File: src/rtl/lfsr_encrypt_engine_pkg.sv
// Shared types and constants for the LFSR message cipher: FSM states, memory map,
// message framing limits and the legal tap set.
package lfsr_cipher_pkg;

  typedef enum logic [2:0] {
    IDLE,
    LD_PRE,
    LD_TAP,
    LD_SEED,
    RD,
    WR,
    DONE
  } state_e;

  localparam logic [7:0] MSG_BASE = 8'd0;
  localparam logic [7:0] CFG_BASE = 8'd61;
  localparam logic [7:0] CT_BASE  = 8'd64;

  localparam int PRE_MIN = 10;
  localparam int MSG_MAX = 52;
  localparam int NBYTES  = 64;

  localparam logic [6:0] LEGAL_TAPS [9] = '{
    7'h60, 7'h48, 7'h78, 7'h72, 7'h6A, 7'h69, 7'h5C, 7'h7E, 7'h7B
  };

  // True when ciphertext slot idx carries a message byte rather than preamble/pad.
  function automatic logic in_msg(input logic [5:0] idx, input logic [3:0] pre);
    logic [6:0] lo;
    logic [6:0] hi;
    lo = {3'b000, pre};
    hi = lo + 7'(MSG_MAX);
    return ({1'b0, idx} >= lo) && ({1'b0, idx} < hi);
  endfunction

  function automatic logic [7:0] msg_addr(input logic [5:0] idx, input logic [3:0] pre);
    logic [5:0] off;
    off = idx - {2'b00, pre};
    return in_msg(idx, pre) ? (MSG_BASE + {2'b00, off}) : 8'h00;
  endfunction

endpackage

File: src/rtl/lfsr_encrypt_engine_if.sv
// Launch handshake plus data-memory port between the encrypt engine and its surroundings.
interface lfsr_encrypt_engine_if;
  logic       Start;
  logic       Ack;
  logic [7:0] MemAddr;
  logic [7:0] MemRdData;
  logic       MemWrEn;
  logic [7:0] MemWrData;

  // The engine is the memory master; the slave side is the core/memory/bench.
  modport master (
    input  Start, MemRdData,
    output Ack, MemAddr, MemWrEn, MemWrData
  );

  modport slave (
    output Start, MemRdData,
    input  Ack, MemAddr, MemWrEn, MemWrData
  );
endinterface

File: src/rtl/lfsr_encrypt_engine_lfsr7.sv
// 7-bit Fibonacci-style LFSR with seed load (zero seed forced to 1) and tap-driven step.
module lfsr7 (
  input  logic       clk,
  input  logic       rst,
  input  logic       load_i,
  input  logic       step_i,
  input  logic [6:0] seed_i,
  input  logic [6:0] taps_i,
  output logic [6:0] state_o
);

  logic [6:0] lfsr_q;
  logic [6:0] lfsr_d;

  always_comb begin
    // NOTE: default first so every path assigns lfsr_d and no latch is inferred.
    lfsr_d = lfsr_q;
    if (load_i) begin
      lfsr_d = (seed_i == 7'h00) ? 7'h01 : seed_i;
    end else if (step_i) begin
      lfsr_d = {lfsr_q[5:0], ^(lfsr_q & taps_i)};
    end
  end

  always_ff @(posedge clk or posedge rst) begin
    if (rst) lfsr_q <= 7'h00;
    else     lfsr_q <= lfsr_d;
  end

  assign state_o = lfsr_q;

endmodule

File: src/rtl/lfsr_encrypt_engine.sv
// Memory-mastering encryptor: reads config and plaintext, writes 64 parity-tagged
// LFSR-whitened bytes at CT_BASE. All outputs are registered off the FSM.
module lfsr_encrypt_engine
  import lfsr_cipher_pkg::*;
(
  input  logic                  Clk,
  input  logic                  Reset,
  lfsr_encrypt_engine_if.master bus
);

  state_e     state_q;
  logic [5:0] i_q;
  logic [3:0] pre_q;
  logic [6:0] taps_q;
  logic       ack_q;
  logic       we_q;
  logic [7:0] addr_q;
  logic [7:0] wdata_q;

  logic [6:0] lfsr;
  logic [3:0] pre_d;
  logic [7:0] pt_byte;
  logic [6:0] p_d;
  logic [6:0] c_d;

  lfsr7 u_lfsr (
    .clk     (Clk),
    .rst     (Reset),
    .load_i  (state_q == LD_SEED && !bus.Start),
    .step_i  (state_q == WR && !bus.Start),
    .seed_i  (bus.MemRdData[6:0]),
    .taps_i  (taps_q),
    .state_o (lfsr)
  );

  always_comb begin
    pre_d   = (bus.MemRdData[3:0] < 4'(PRE_MIN)) ? 4'(PRE_MIN) : bus.MemRdData[3:0];
    // Preamble and trailing pad slots encrypt a space.
    pt_byte = in_msg(i_q, pre_q) ? bus.MemRdData : 8'h20;
    p_d     = 7'(pt_byte - 8'h20);
    c_d     = p_d ^ lfsr;
  end

  always_ff @(posedge Clk or posedge Reset) begin
    if (Reset) begin
      state_q <= IDLE;
      i_q     <= '0;
      pre_q   <= '0;
      taps_q  <= '0;
      ack_q   <= 1'b0;
      we_q    <= 1'b0;
      addr_q  <= '0;
      wdata_q <= '0;
    end else if (bus.Start) begin
      state_q <= IDLE;
      ack_q   <= 1'b0;
      we_q    <= 1'b0;
      addr_q  <= '0;
      wdata_q <= '0;
    end else begin
      // NOTE: non-blocking assignments so every register samples pre-edge values.
      case (state_q)
        IDLE: begin
          state_q <= LD_PRE;
          addr_q  <= CFG_BASE;
        end
        LD_PRE: begin
          pre_q   <= pre_d;
          addr_q  <= CFG_BASE + 8'd1;
          state_q <= LD_TAP;
        end
        LD_TAP: begin
          taps_q  <= bus.MemRdData[6:0];
          addr_q  <= CFG_BASE + 8'd2;
          i_q     <= '0;
          state_q <= LD_SEED;
        end
        LD_SEED: begin
          addr_q  <= msg_addr(6'd0, pre_q);
          state_q <= RD;
        end
        RD: begin
          wdata_q <= {^c_d, c_d};
          addr_q  <= CT_BASE + {2'b00, i_q};
          we_q    <= 1'b1;
          state_q <= WR;
        end
        WR: begin
          we_q <= 1'b0;
          i_q  <= i_q + 6'd1;
          if (i_q == 6'(NBYTES - 1)) begin
            addr_q  <= '0;
            state_q <= DONE;
          end else begin
            addr_q  <= msg_addr(i_q + 6'd1, pre_q);
            state_q <= RD;
          end
        end
        DONE: begin
          ack_q  <= 1'b1;
          addr_q <= '0;
        end
        default: state_q <= IDLE;
      endcase
    end
  end

  assign bus.Ack       = ack_q;
  assign bus.MemAddr   = addr_q;
  assign bus.MemWrEn   = we_q;
  assign bus.MemWrData = wdata_q;

endmodule

File: src/flat_wrapper.sv
// flat-port wrapper written by rule: the top's interface ports become plain ports
module lfsr_encrypt_engine_flat import lfsr_cipher_pkg::*;
  (Clk, Reset, bus_Start, bus_MemRdData, bus_Ack, bus_MemAddr, bus_MemWrEn, bus_MemWrData);
  lfsr_encrypt_engine_if bus_i ();
  input  logic Clk;
  input  logic Reset;
  input wire logic [$bits(bus_i.Start)-1:0] bus_Start;
  input wire logic [$bits(bus_i.MemRdData)-1:0] bus_MemRdData;
  output wire logic [$bits(bus_i.Ack)-1:0] bus_Ack;
  output wire logic [$bits(bus_i.MemAddr)-1:0] bus_MemAddr;
  output wire logic [$bits(bus_i.MemWrEn)-1:0] bus_MemWrEn;
  output wire logic [$bits(bus_i.MemWrData)-1:0] bus_MemWrData;
  assign bus_i.Start = bus_Start;
  assign bus_i.MemRdData = bus_MemRdData;
  assign bus_Ack = bus_i.Ack;
  assign bus_MemAddr = bus_i.MemAddr;
  assign bus_MemWrEn = bus_i.MemWrEn;
  assign bus_MemWrData = bus_i.MemWrData;
  lfsr_encrypt_engine u_core (.Clk(Clk), .Reset(Reset), .bus(bus_i));
endmodule
File: config.mk
export PLATFORM = sky130hd
export DESIGN_NAME = lfsr_encrypt_engine_flat
export DESIGN_NICKNAME = d
export VERILOG_FILES = /design/src/rtl/lfsr_encrypt_engine_pkg.sv /design/src/rtl/lfsr_encrypt_engine_if.sv /design/src/rtl/lfsr_encrypt_engine_lfsr7.sv /design/src/rtl/lfsr_encrypt_engine.sv /design/src/flat_wrapper.sv
export SDC_FILE = /design/constraint.sdc
export NUM_CORES = 1
export LEC_CHECK = 0
export CAP_MARGIN = 20
export CORE_ASPECT_RATIO = 0.8
export CORE_MARGIN = 1.5
export CORE_UTILIZATION = 45
export DETAILED_ROUTE_END_ITERATION = 10
export PLACE_DENSITY = 0.65
export SLEW_MARGIN = 20
export SYNTH_ARGS = -nofsm -noshare
export SYNTH_HDL_FRONTEND = slang
export SYNTH_HIERARCHICAL = 1
export SYNTH_SLANG_ARGS = --single-unit
File: constraint.sdc
create_clock -name Clk -period 3.2 [get_ports Clk]
set_input_delay 0.64 -clock Clk [delete_from_list [all_inputs] [get_ports Clk]]
set_output_delay 0.64 -clock Clk [all_outputs]
set_load 0.03 [all_outputs]
==> results_dict.tcl <==
set metrics [dict create \
    groute.layer.met1.usage 0.3414 \
    dominantRegCellSynth "sky130_fd_sc_hd__dfrtp_1" \
    synth.ff_latch_count 44 \
    fp.dieArea_um2 7207 \
    hold_viol 0 \
    final_max_slew_viol_count 0 \
    reg2reg_slack_ps 440 \
    grt_pass1_vias 2376 \
    fin_skew_ps 10.72 \
    layout.cells.most_common "sky130_fd_sc_hd__dfrtp_1" \
    cts_htree_levels 2 \
    seq_area_frac_synth 0.3650 \
    layout.cells.most_common_list "sky130_fd_sc_hd__dfrtp_1 (44), sky130_fd_sc_hd__nand2_1 (42), sky130_fd_sc_hd__nor2_1 (27), sky130_fd_sc_hd__clkdlybuf4s50_1 (26), sky130_fd_sc_hd__o21ai_0 (26)" \
    timing.critical_path.buf_inv 1 \
    period_share 0.8635 \
    synth_async_sr_flop_share 1.000 \
    die_height_um 76.23 \
    floorplan.rows 26 \
    clock_tree_from_tritoncts "yes" \
    worstPathArrival_ps 2960 \
    setup_total_negative_slack_ps 0 \
    worst_ep_required_time_ps 3400 \
    power.density_cell_area_nw_per_um2 567.5 \
    yosys_warnings 6 \
    grt_util_met3 0.03792 \
    met2_usage_in_global_routing 0.2971 \
    crit_path_cell_trace "ha_1 -> nand3_1 -> xor2_1 -> inv_1 -> ha_1 -> nor2b_1 -> o31ai_1 -> o211ai_2 -> o41ai_1" \
    route.final.wire_length_mm 7.135 \
    worstMarginPinSlew_ps 658.5 \
    placement.io_buffers 26 \
    timing.final.setup_violations 0 \
    pin_count_of_the_biggest_net_entering_global_routing 38 \
    postCtsSetupRepairBufs 0 \
    detailroute.via_count 2517 \
    finalCriticalPeriod_ps 2763 \
    drt-pass1-iter-count 4 \
    grt_antenna_before_repair 0 \
    syn_inst 338 \
    path_common_cell "sky130_fd_sc_hd__ha_1" \
    grt-busiest-layer "met1" \
    cpLargestDelayFamily "compound AO/OA/AOI/OAI gates" \
    start_kind "register" \
    cts.reportedPaths.clkPinSlew_ps 90 \
    cts.path.max_buffers 2 \
    slew_headroom 0.5610 \
    dp_hpwl_mm 5.316 \
    drt_drc_violations_left 0 \
    ctsRootBufferMaster "sky130_fd_sc_hd__clkbuf_8" \
    placed_cells 437 \
    clkLatencyLatePin_ps 300 \
    min-delay-path-class "reg2reg" \
    edff_count_synth 0 \
    clock-sinks 44 \
    tritoncts_buffers 5 \
    first_pass_grt_wire_length_mm 12.06 \
    die_w_um 94.54 \
    vdd_drop_max_mv 0.3027 \
    status "finished clean" \
    ctsResizeCount 0 \
    post_layout_nonfiller_instances 445 \
    postCtsHoldBufs 0 \
    ant_nets 0 \
    num_antenna_cells 0 \
    place.gp.congestion 0.8489 \
    drtIter0Drc 191 \
    post_drt_via_cell_ratio 5.656 \
    crit_path_end_kind "register" \
    slowest_delay_ps 510 \
    grt.overflow.total 0 \
    synth.distinct_cells 53 \
    syn_area_um2 3017 \
    critical_path.max_fanout 8 \
    synthesis.area_per_instance_um2 8.925 \
    max_cap_violations 0 \
    wire_per_inst_um 16.03 \
    io_pins 29 \
    start_util 0.4683 \
    placeableCoreArea_um2 6441 \
    path_class "reg2reg" \
    grtUsageTotal 0.2146 \
    final_layout_size_suffix_gt1_frac 0.06094 \
    grt_setup_unrepaired "false" \
    synthToLayoutAreaGrowth_pct 13.65 \
    worst_path_max_delay_cell "sky130_fd_sc_hd__dfrtp_1" \
    power.leakage_nw 1.435 \
    fin_nets 390 \
    achievable-frequency_mhz 361.9 \
    syn-num-nets 368 \
    nFillCells 622 \
]
## routing by layer
metal  up-vias  share of wire
met2        61           0.42
met1      1202           0.52
met5         -              0
met3         5          0.059
met4         0         0.0078
li1       1249              -
## worst min-delay path, delay by kind of cell, from the launching register on
kind,cells,cell delay [ps]
flops,1,350
compound gates,1,60
simple gates,1,50
## logic make-up (layout without fill, tap and decap cells)
logic type                 count (synthesis)  in the layout  synth area share
xor gates and xnor gates                  23             23           0.07590
other                                      1              1          0.001243
AOI/OAI and AO/OA                         87             87            0.2041
DFF                                       44             44            0.3650
buffers and inverters                     39             62           0.06138
and+or+nand+nor                          119            119            0.1912
adders and majority gates                 19             19           0.08130
muxes                                      6              6           0.01991
## registers in the layout, indices dropped and copies added (netlist names)
signal / flops
u_core/pre_q: 4
u_core/bus.MemAddr: 7
u_core/bus.MemWrData: 8
u_core/i_q: 6
u_core/u_lfsr/state_o: 7
u_core/bus.MemWrEn: 1
u_core/state_q: 3
u_core/taps_q: 7
u_core/bus.Ack: 1
## synth_stat cells, types with 7 or more instances
library cell,n,area [um^2]
sky130_fd_sc_hd__inv_1,23,86.33
sky130_fd_sc_hd__nor2_1,27,101.4
sky130_fd_sc_hd__nand2b_1,7,43.79
sky130_fd_sc_hd__nand3_1,10,50.05
sky130_fd_sc_hd__dfrtp_1,44,1101
sky130_fd_sc_hd__nand2_1,42,157.7
sky130_fd_sc_hd__or4_1,8,60.06
sky130_fd_sc_hd__o21ai_0,26,130.1
sky130_fd_sc_hd__ha_1,18,225.2
sky130_fd_sc_hd__xnor2_1,14,122.6
sky130_fd_sc_hd__a21oi_1,14,70.07
sky130_fd_sc_hd__clkbuf_1,8,30.03
sky130_fd_sc_hd__o31ai_1,9,67.56
sky130_fd_sc_hd__xor2_1,7,61.31
## cell type report
| type | count | area [um^2] | share of cell area |
|---|---|---|---|
| Tap cell | 84 | 105.1 | 0.03066 |
| Inverter | 24 | 90.09 | 0.02628 |
| Clock inverter | 3 | 42.54 | 0.01241 |
| Clock buffer | 5 | 68.82 | 0.02007 |
| Timing Repair Buffer | 30 | 290.3 | 0.08467 |
| Multi-Input combinational cell | 255 | 1730 | 0.5047 |
| Sequential cell | 44 | 1101 | 0.3212 |
## worst paths after layout
kind / endpoint / depth (start not counted) / from
hold / removal: u_core/taps_q[0]$_DFFE_PP0P_ / 2 / u_core/taps_q[0]$_DFFE_PP0P_
setup reg to reg: u_core/bus.MemAddr[2]$_DFFE_PP0P_ / 9 / u_core/i_q[0]$_DFFE_PP0P_
max in group asynchronous: u_core/pre_q[3]$_DFFE_PP0P_ / 3 / Reset
min in group asynchronous: u_core/u_lfsr/state_o[4]$_DFFE_PP0P_ / 2 / Reset
setup / recovery: u_core/bus.MemAddr[2]$_DFFE_PP0P_ / 9 / u_core/i_q[0]$_DFFE_PP0P_
hold reg to reg: u_core/taps_q[0]$_DFFE_PP0P_ / 2 / u_core/taps_q[0]$_DFFE_PP0P_
## stage by stage
step	setup WS (ps)	util	power [mW]	hold WS [ps]	instance area (um^2)
floorplan	856.7	-	1.324	443.4	3017
global placement	538.2	0.5150	1.494	461.0	3317
detailed placement	464.5	0.5150	1.514	464.6	3317
CTS	456.0	0.5322	1.956	491.7	3428
global route	154.5	0.5322	2.077	529.2	3428
finish	436.8	0.5322	1.946	486.3	3428
## power breakdown
part           total [mW]  switching [mW]  internal [mW]
combinational       0.708           0.366          0.342
clock               0.435           0.203          0.231
sequential          0.803           0.150          0.653
No activity file was read; power rests on OpenSTA's default activity.
